File: src/rtl/minmax_pkg.sv
// Shared types and sizing for the windowed min/max tracker.
package minmax_pkg;

   typedef enum logic [1:0] {
      EMPTY = 2'd0,
      ACC   = 2'd1,
      HOLD  = 2'd2
   } state_e;

   localparam int DEF_WIDTH = 8;
   localparam int DEF_WIN   = 16;

   // Sample counter / index width; never below one bit.
   function automatic int cnt_w(input int win);
      return (win <= 2) ? 1 : $clog2(win);
   endfunction

endpackage

File: src/rtl/minmax_tracker_if.sv
// Sample intake and result handshake bundle for minmax_tracker.
// Index signals exist only when MINMAX_IDX_EN is defined.
interface minmax_tracker_if
   import minmax_pkg::*;
#(
   parameter int WIDTH = DEF_WIDTH,
   parameter int WIN   = DEF_WIN
);
   logic             in_valid;
   logic [WIDTH-1:0] in_data;
   logic             in_ready;
   logic             out_valid;
   logic             out_ready;
   logic [WIDTH-1:0] out_max;
   logic [WIDTH-1:0] out_min;
`ifdef MINMAX_IDX_EN
   localparam int IDX_W = cnt_w(WIN);
   logic [IDX_W-1:0] out_max_idx;
   logic [IDX_W-1:0] out_min_idx;

   modport slave (
      input  in_valid, in_data, out_ready,
      output in_ready, out_valid, out_max, out_min, out_max_idx, out_min_idx
   );
   modport master (
      output in_valid, in_data, out_ready,
      input  in_ready, out_valid, out_max, out_min, out_max_idx, out_min_idx
   );
`else
   modport slave (
      input  in_valid, in_data, out_ready,
      output in_ready, out_valid, out_max, out_min
   );
   modport master (
      output in_valid, in_data, out_ready,
      input  in_ready, out_valid, out_max, out_min
   );
`endif
endinterface

File: src/rtl/minmax_tracker_mag_cmp.sv
// Unsigned magnitude comparator; gt and lt are both low on equality.
module mag_cmp #(
   parameter int WIDTH = 8
) (
   input  logic [WIDTH-1:0] a,
   input  logic [WIDTH-1:0] b,
   output logic             gt,
   output logic             lt
);
   assign gt = (a > b);
   assign lt = (a < b);
endmodule

File: src/rtl/minmax_tracker.sv
// Windowed running max/min over WIN unsigned samples with a held result.
// Define MINMAX_IDX_EN to also report the 0-based index of each extreme.
//
// state | meaning
// EMPTY | no sample in the current window
// ACC   | 1..WIN-1 samples held
// HOLD  | result presented, intake stalled until taken
module minmax_tracker
   import minmax_pkg::*;
#(
   parameter int WIDTH = DEF_WIDTH,
   parameter int WIN   = DEF_WIN
) (
   input  logic             clk,
   input  logic             rst_n,
   input  logic             clear,
   minmax_tracker_if.slave  bus
);
   localparam int            CW       = cnt_w(WIN);
   localparam logic [CW-1:0] CNT_LAST = CW'(WIN - 1);

   state_e           state_q, state_d;
   logic [CW-1:0]    cnt_q, cnt_d;
   logic [WIDTH-1:0] cur_max_q, cur_max_d, cur_min_q, cur_min_d;
   logic [WIDTH-1:0] out_max_q, out_max_d, out_min_q, out_min_d;
   logic             out_valid_q, out_valid_d;
   logic [WIDTH-1:0] nxt_max, nxt_min;
   logic             gt_max, lt_max, gt_min, lt_min;
   logic             accept;
   logic             unused_cmp;
`ifdef MINMAX_IDX_EN
   logic [CW-1:0]    cur_max_idx_q, cur_max_idx_d, cur_min_idx_q, cur_min_idx_d;
   logic [CW-1:0]    out_max_idx_q, out_max_idx_d, out_min_idx_q, out_min_idx_d;
   logic [CW-1:0]    nxt_max_idx, nxt_min_idx;
`endif

   mag_cmp #(.WIDTH(WIDTH)) u_cmp_max (
      .a(bus.in_data), .b(cur_max_q), .gt(gt_max), .lt(lt_max)
   );
   mag_cmp #(.WIDTH(WIDTH)) u_cmp_min (
      .a(bus.in_data), .b(cur_min_q), .gt(gt_min), .lt(lt_min)
   );
   assign unused_cmp = lt_max | gt_min;

   assign bus.in_ready  = (state_q != HOLD);
   assign bus.out_valid = out_valid_q;
   assign bus.out_max   = out_max_q;
   assign bus.out_min   = out_min_q;
   assign accept        = bus.in_valid && bus.in_ready;

   // Strict compares so ties keep the earlier value and index.
   assign nxt_max = gt_max ? bus.in_data : cur_max_q;
   assign nxt_min = lt_min ? bus.in_data : cur_min_q;
`ifdef MINMAX_IDX_EN
   assign nxt_max_idx     = gt_max ? cnt_q : cur_max_idx_q;
   assign nxt_min_idx     = lt_min ? cnt_q : cur_min_idx_q;
   assign bus.out_max_idx = out_max_idx_q;
   assign bus.out_min_idx = out_min_idx_q;
`endif

   always_comb begin
      state_d     = state_q;
      cnt_d       = cnt_q;
      cur_max_d   = cur_max_q;
      cur_min_d   = cur_min_q;
      out_max_d   = out_max_q;
      out_min_d   = out_min_q;
      out_valid_d = out_valid_q;
`ifdef MINMAX_IDX_EN
      cur_max_idx_d = cur_max_idx_q;
      cur_min_idx_d = cur_min_idx_q;
      out_max_idx_d = out_max_idx_q;
      out_min_idx_d = out_min_idx_q;
`endif
      if (clear) begin
         state_d     = EMPTY;
         cnt_d       = '0;
         out_valid_d = 1'b0;
      end else begin
         case (state_q)
            EMPTY: if (accept) begin
               cur_max_d = bus.in_data;
               cur_min_d = bus.in_data;
               cnt_d     = CW'(1);
               state_d   = ACC;
`ifdef MINMAX_IDX_EN
               cur_max_idx_d = '0;
               cur_min_idx_d = '0;
`endif
            end
            ACC: if (accept) begin
               cur_max_d = nxt_max;
               cur_min_d = nxt_min;
`ifdef MINMAX_IDX_EN
               cur_max_idx_d = nxt_max_idx;
               cur_min_idx_d = nxt_min_idx;
`endif
               if (cnt_q == CNT_LAST) begin
                  out_max_d   = nxt_max;
                  out_min_d   = nxt_min;
                  out_valid_d = 1'b1;
                  cnt_d       = '0;
                  state_d     = HOLD;
`ifdef MINMAX_IDX_EN
                  out_max_idx_d = nxt_max_idx;
                  out_min_idx_d = nxt_min_idx;
`endif
               end else begin
                  cnt_d = cnt_q + 1'b1;
               end
            end
            HOLD: if (bus.out_ready) begin
               out_valid_d = 1'b0;
               state_d     = EMPTY;
            end
            default: state_d = EMPTY;
         endcase
      end
   end

   always_ff @(posedge clk or negedge rst_n) begin
      if (!rst_n) begin
         state_q     <= EMPTY;
         cnt_q       <= '0;
         cur_max_q   <= '0;
         cur_min_q   <= '0;
         out_max_q   <= '0;
         out_min_q   <= '0;
         out_valid_q <= 1'b0;
`ifdef MINMAX_IDX_EN
         cur_max_idx_q <= '0;
         cur_min_idx_q <= '0;
         out_max_idx_q <= '0;
         out_min_idx_q <= '0;
`endif
      end else begin
         state_q     <= state_d;
         cnt_q       <= cnt_d;
         cur_max_q   <= cur_max_d;
         cur_min_q   <= cur_min_d;
         out_max_q   <= out_max_d;
         out_min_q   <= out_min_d;
         out_valid_q <= out_valid_d;
`ifdef MINMAX_IDX_EN
         cur_max_idx_q <= cur_max_idx_d;
         cur_min_idx_q <= cur_min_idx_d;
         out_max_idx_q <= out_max_idx_d;
         out_min_idx_q <= out_min_idx_d;
`endif
      end
   end

endmodule

File: src/flat_wrapper.sv
// flat-port wrapper written by rule: the top's interface ports become plain ports
module minmax_tracker_flat import minmax_pkg::*;
#(
   parameter int WIDTH = DEF_WIDTH,
   parameter int WIN   = DEF_WIN
)
  (clk, rst_n, clear, bus_in_valid, bus_in_data, bus_out_ready, bus_in_ready, bus_out_valid, bus_out_max, bus_out_min);
  minmax_tracker_if #(.WIDTH(WIDTH), .WIN(WIN)) bus_i ();
  input  logic clk;
  input  logic rst_n;
  input  logic clear;
  input wire logic [$bits(bus_i.in_valid)-1:0] bus_in_valid;
  input wire logic [$bits(bus_i.in_data)-1:0] bus_in_data;
  input wire logic [$bits(bus_i.out_ready)-1:0] bus_out_ready;
  output wire logic [$bits(bus_i.in_ready)-1:0] bus_in_ready;
  output wire logic [$bits(bus_i.out_valid)-1:0] bus_out_valid;
  output wire logic [$bits(bus_i.out_max)-1:0] bus_out_max;
  output wire logic [$bits(bus_i.out_min)-1:0] bus_out_min;
  assign bus_i.in_valid = bus_in_valid;
  assign bus_i.in_data = bus_in_data;
  assign bus_i.out_ready = bus_out_ready;
  assign bus_in_ready = bus_i.in_ready;
  assign bus_out_valid = bus_i.out_valid;
  assign bus_out_max = bus_i.out_max;
  assign bus_out_min = bus_i.out_min;
  minmax_tracker #(.WIDTH(WIDTH), .WIN(WIN)) u_core (.clk(clk), .rst_n(rst_n), .clear(clear), .bus(bus_i));
endmodule
File: config.mk
export PLATFORM = sky130hd
export DESIGN_NAME = minmax_tracker_flat
export DESIGN_NICKNAME = d
export VERILOG_FILES = /design/src/rtl/minmax_pkg.sv /design/src/rtl/minmax_tracker_if.sv /design/src/rtl/minmax_tracker_mag_cmp.sv /design/src/rtl/minmax_tracker.sv /design/src/flat_wrapper.sv
export SDC_FILE = /design/constraint.sdc
export NUM_CORES = 1
export LEC_CHECK = 0
export CAP_MARGIN = 10
export CORE_UTILIZATION = 40
export CTS_CLUSTER_SIZE = 25
export DETAILED_ROUTE_END_ITERATION = 6
export SETUP_SLACK_MARGIN = 0.15
export SYNTH_ARGS = -nofsm -noshare
export SYNTH_HDL_FRONTEND = slang
export SYNTH_SLANG_ARGS = --single-unit
File: constraint.sdc
create_clock -name clk -period 3.35 [get_ports clk]
set_clock_uncertainty 0.05 [all_clocks]
set_input_delay 0.335 -clock clk [delete_from_list [all_inputs] [get_ports clk]]
set_output_delay 0.335 -clock clk [all_outputs]
set_load 0.01 [all_outputs]
* Yosys cells after proc, flatten, opt, wreduce, memory -nomap -nowiden
Index checks and enable logic that the tools add are counted. Widths: inputs -> output; s select.
Word-level totals: register bits after elaboration 39, input bits 13, output and inout port bits 18, word-level logic and storage cells 54
Cells by class: $add $sub $neg 1, magnitude comparators 2, equal/unequal tests 10, muxes and demuxes 23, bitwise operators 1, reductions and logical operators 10
Operators by type and width (number):
- $mux 8 | 5
- $pmux 8 s2 | 2
- $mux 4 | 4
- $reduce_and 4->1 | 4
- $mux 2 | 5
- $ne 3x2->1 const B | 3
- $gt 8x8->1 | 1
- $lt 8x8->1 | 1
- $pmux 4 s2 | 1
- $pmux 2 s3 | 1
- $reduce_bool 3->1 | 2
- $add 4x1->4 const B | 1
- $eq 4x4->1 const B | 1
- $mux 1 | 4
- $ne 2x1->1 const B | 2
- $ne 3x3->1 const B | 1
- $reduce_and 3->1 | 1
- $eq 2x1->1 const B | 1
- $eq 2x2->1 const B | 1
- $logic_not 2->1 | 1
- $ne 2x2->1 const B | 1
- $pmux 1 s2 | 1
- $reduce_bool 2->1 | 1
- $logic_and 1x1->1 | 1
- $not 1->1 | 1

* Logic depth before layout (Yosys ltp)
word-level depth 5, mapped depth 8, depth with buffers taken out 7

* Hierarchy
Synthesis repeated with hierarchy kept, for this count alone.
Unflattened totals: cells, all modules 206, area total of the unflattened synthesis 2175.8 sq um
Modules (own cells, without submodules):
- minmax_tracker | times used 1, cells an instance 148, area each 1752.9 sq um, seq. area each 975.9 sq um
- mag_cmp | times used 2, cells an instance 29, area each 211.5 sq um, seq. area each 0.0 sq um

* Worst setup path after synthesis
No wires, ideal clock.
path kind register -> register, from reg u_core.cur_max_q[1], to reg u_core.cur_max_q[0], library setup time 125 ps, arrival time 1936 ps, required time 3175 ps, setup slack 1240 ps, stages on the path, launching flop included 8, path buffers 0, period minus slack after synthesis 2110 ps, cell sequence dfrtp_1 > inv_1 > ha_1 > nor2b_1 > o211ai_1 > a211oi_4 > o31ai_4 > mux2_2
On the way: longest elaborated chain between the ends 4
RTL lines:
- start: declaration | line minmax_tracker.sv:24 | logic [WIDTH-1:0] cur_max_q, cur_max_d, cur_min_q, cur_min_d;
- start signal: assignment | line minmax_tracker.sv:139 | cur_max_q <= cur_max_d;
- $gt 8x8->1 | line minmax_tracker_mag_cmp.sv:10 | assign gt = (a > b);
- $mux 8 | line minmax_tracker.sv:52 | assign nxt_max = gt_max ? bus.in_data : cur_max_q;
- $mux 8 | line minmax_tracker.sv:91 | ACC: if (accept) begin
- $pmux 8 s2 | line minmax_tracker.sv:80 | case (state_q)
Every way passes these cells. The select of a mux whose other input is x is not followed. A chain may end at the register's enable or synchronous reset.

* Final worst setup path
from in bus_in_data[1], to reg u_core.cur_max_q[1]
On the way: longest elaborated chain between the ends 4, elaborated cells between the ends (all ways) 5, classes of those cells order compare: 1; mux: 4
RTL lines:
- start: declaration | line flat_wrapper.sv:13 | input wire logic [$bits(bus_i.in_data)-1:0] bus_in_data;
- $gt 8x8->1 | line minmax_tracker_mag_cmp.sv:10
- $mux 8 | line minmax_tracker.sv:52
- $mux 8 | line minmax_tracker.sv:91
- $pmux 8 s2 * | line minmax_tracker.sv:80
Mark *: on every way between the ends. The rest lies on a longest branch, timed or not. The select of a mux whose other input is x is not followed.

==> results.py <==
metrics = {
    "status": {
        "status": "finished, final reports clean",
    },
    "clock_network": {
        "cts_tree": "built",
        "post_cts_resized": 0,
        "clock_path_buffers": 2,
        "hold_buffers": 0,
        "cts_buffers": 5,
        "clk_latency_ns": 0.29,
        "postCtsSetupRepairBufs": 0,
        "cts.sinks": 39,
        "h-tree-depth": 2,
        "clk_pin_slew_ns": 0.07,
        "clock-root-buffer": "clkbuf_8",
    },
    "timing": {
        "maxSlewHeadroom_pct": 41.7,
        "setup_ws_ns": 0.803,
        "fin_crit_ns": 2.55,
        "setup_viol": 0,
        "slew_violations": 0,
        "rsz0062_at_grt": "no",
        "hold_ws_ns": 0.112,
        "worst_pin_slew_ns": 0.874,
        "hold_viol_final": 0,
        "max_freq_mhz": 393,
        "tns_ns": 0,
        "fin_crit_sh_pct": 76.0,
    },
    "yosys": {
        "syn-num-nets": 237,
        "ys_warn_count": 0,
        "seq_area_frac_synth_pct": 44.8,
        "synth_cell_types": 40,
        "yosysTopAreaCell": "dfrtp_1",
        "ys_seq_elements": 39,
        "synth_area_leaders": "dfrtp_1, ha_1, mux2_2",
        "netlist_instances": 208,
        "synth.avg_cell_area_sq_um": 10.5,
        "netlist.area_leader.share_pct": 44.8,
        "netlist_area_sq_mm": 0.00218,
    },
    "drt": {
        "via_per_inst": 5.11,
        "drc": 0,
        "postRouteAntennaNets": 0,
        "routed_wl_um": 4360,
        "drt-wirelength-per-cell_um": 14.0,
        "drtPass1Iterations": 4,
        "num_vias": 1593,
        "drt_iter0_drc": 89,
    },
    "placed_design": {
        "port_buffers": 30,
        "hpwl_um": 3220,
        "dpl_worst_slack_ns": 0.504,
        "gp_congestion": 0.840,
    },
    "worst_setup_path": {
        "cp.arrival_ns": 2.66,
        "r2r-end": "u_core.cur_max_q[1]$_DFFE_PN0P_",
        "critPathKind": "in2reg",
        "startpoint_type": "input pin",
        "ff2ff_setup_slack_ns": 1.01,
        "path_max_fanout": 9,
        "r2r_start": "u_core.cur_max_q[1]$_DFFE_PN0P_",
        "reg2regPathDepth": 7,
        "critPathRequiredTime_ns": 3.47,
        "end_kind": "flip-flop",
    },
    "grt": {
        "grt_pass1_vias": 1589,
        "grt_usage_pct": 17.6,
        "grt_pass1_wl_um": 7400,
        "grt.overflow.total": 0,
        "antenna_found_initial": 0,
        "grt_max_degree": 40,
    },
    "power_and_ir_drop": {
        "cellLeakagePower_uw": 0.00119,
        "vdd_drop_max_v": 0.000214,
        "power.density_mw_per_mm2": 462,
    },
    "floorplan": {
        "io_pins": 31,
        "initial_core_util_pct": 42.1,
        "die_height_um": 75.8,
        "fp-row-count": 26,
        "dieWidth_um": 75.8,
        "core-area_sq_mm": 0.00517,
        "dieArea_sq_mm": 0.00575,
    },
    "finish": {
        "area_delta_synth_final_pct": 20.8,
        "drive_above_1_share_pct": 14.9,
        "antenna_cells": 0,
        "utilization_pct": 50.9,
        "nets": 271,
        "nFillCells": 486,
    },
    "flow_run": {
        "drv_cap": 0,
    },
    "min_path": {
        "hp-class": "in2async",
    },
}
worst max-delay path: stages:
cell and delay, ns:
clkdlybuf4s50_1 0.51, ha_1 0.35, nor2b_1 0.14, o211ai_1 0.29, a211oi_4 0.17, o31ai_4 0.47, mux2_2 0.40
layer usage:
| layer | GRT usage, % | up-vias | share of wire (%) |
|---|---|---|---|
| li1 | - | 808 | - |
| met1 | 23.0 | 743 | 49 |
| met2 | 28.6 | 33 | 46 |
| met3 | 2.91 | 9 | 3.4 |
| met4 | 7.82 | 0 | 1.8 |
| met5 | 0 | - | 0 |
stage by stage:
| stage | total power (uW) | instance area, sq um | cells |
|---|---|---|---|
| final | 1220 | 2630 | 312 |
| after global routing | 1300 | 2630 | 312 |
| after CTS | 1230 | 2630 | 312 |
| after detailed placement | 910 | 2550 | 305 |
| after global placement | 905 | 2550 | 305 |
| after floorplan | 820 | 2180 | 208 |
synth_stat cells, drive strengths merged:
cell type / instances
nand4: 3
dfrtp: 39
a221oi: 2
mux2i: 8
a21o: 2
a21oi: 13
o211ai: 1
nor3b: 2
nand2: 5
a31oi: 8
nor2: 23
inv: 17
a22oi: 1
nor3: 2
nand3b: 1
o31ai: 2
o32ai: 1
buf: 6
clkbuf: 1
and3: 1
nand3: 11
a211oi: 2
ha: 16
nor2b: 5
o21ai: 16
a211o: 1
nand2b: 3
mux2: 16
cell families (layout without fill, tap and decap cells):
family	count (synthesis)	count (layout)	synth area share (%)
flip-flops	39	39	44.8
buffers and inverters	24	58	5.05
AND/OR/NAND/NOR	56	56	13.7
adder cells (fa/ha/maj)	16	16	9.18
AO/OA/AOI/OAI	49	49	15.4
multiplexers	24	24	11.9
cell type report:
type / count / area (sq um) / area share, %
clock buffer: 6 / 82.6 / 3.14
tap: 70 / 87.6 / 3.33
inverter: 17 / 63.8 / 2.42
multi-input combinational: 145 / 1090 / 41.5
timing repair buffer: 34 / 325 / 12.4
sequential: 39 / 976 / 37.1
clock inverter: 1 / 5.00 / 0.190
cell usage in the layout, fill, tap and decap left out, drive strengths merged:
cell	n
a21oi	13
mux2i	8
and3	1
nor3	2
clkinv	1
nor2b	5
nand4	3
nand3b	1
dfrtp	39
nor3b	2
nand2b	3
nor2	23
a22oi	1
a21o	2
a31oi	8
clkbuf	6
ha	16
o211ai	1
nand3	11
a221oi	2
a211oi	2
inv	17
o32ai	1
mux2	16
nand2	5
o31ai	2
clkdlybuf4s50	29
a211o	1
buf	5
o21ai	16
state kept, by name (all words and copies together) (netlist names):
signal                cells
u_core.bus.out_max        8
u_core.bus.out_min        8
u_core.bus.out_valid      1
u_core.cnt_q              4
u_core.cur_max_q          8
u_core.cur_min_q          8
u_core.state_q            2
how the worst max path moves through the flow:
stage	startpoint	to	slack (ns)	cells after the start
floorplan	u_core.cur_max_q[1]$_DFFE_PN0P_	u_core.cur_max_q[0]$_DFFE_PN0P_	1.24	7
global placement	bus_in_data[3]	u_core.cur_max_q[5]$_DFFE_PN0P_	0.55	7
detailed placement	bus_in_data[1]	u_core.cur_max_q[6]$_DFFE_PN0P_	0.50	7
CTS	bus_in_data[1]	u_core.cur_max_q[1]$_DFFE_PN0P_	0.80	7
global route	bus_in_data[1]	u_core.cur_max_q[1]$_DFFE_PN0P_	0.70	7
finish	bus_in_data[1]	u_core.cur_max_q[1]$_DFFE_PN0P_	0.80	7
report_power, final:
part           switching [uW]  internal [uW]
clock                     156            161
sequential               38.6            517
combinational             187            158
total                     382            836
Power figures use the tool's default switching activity.
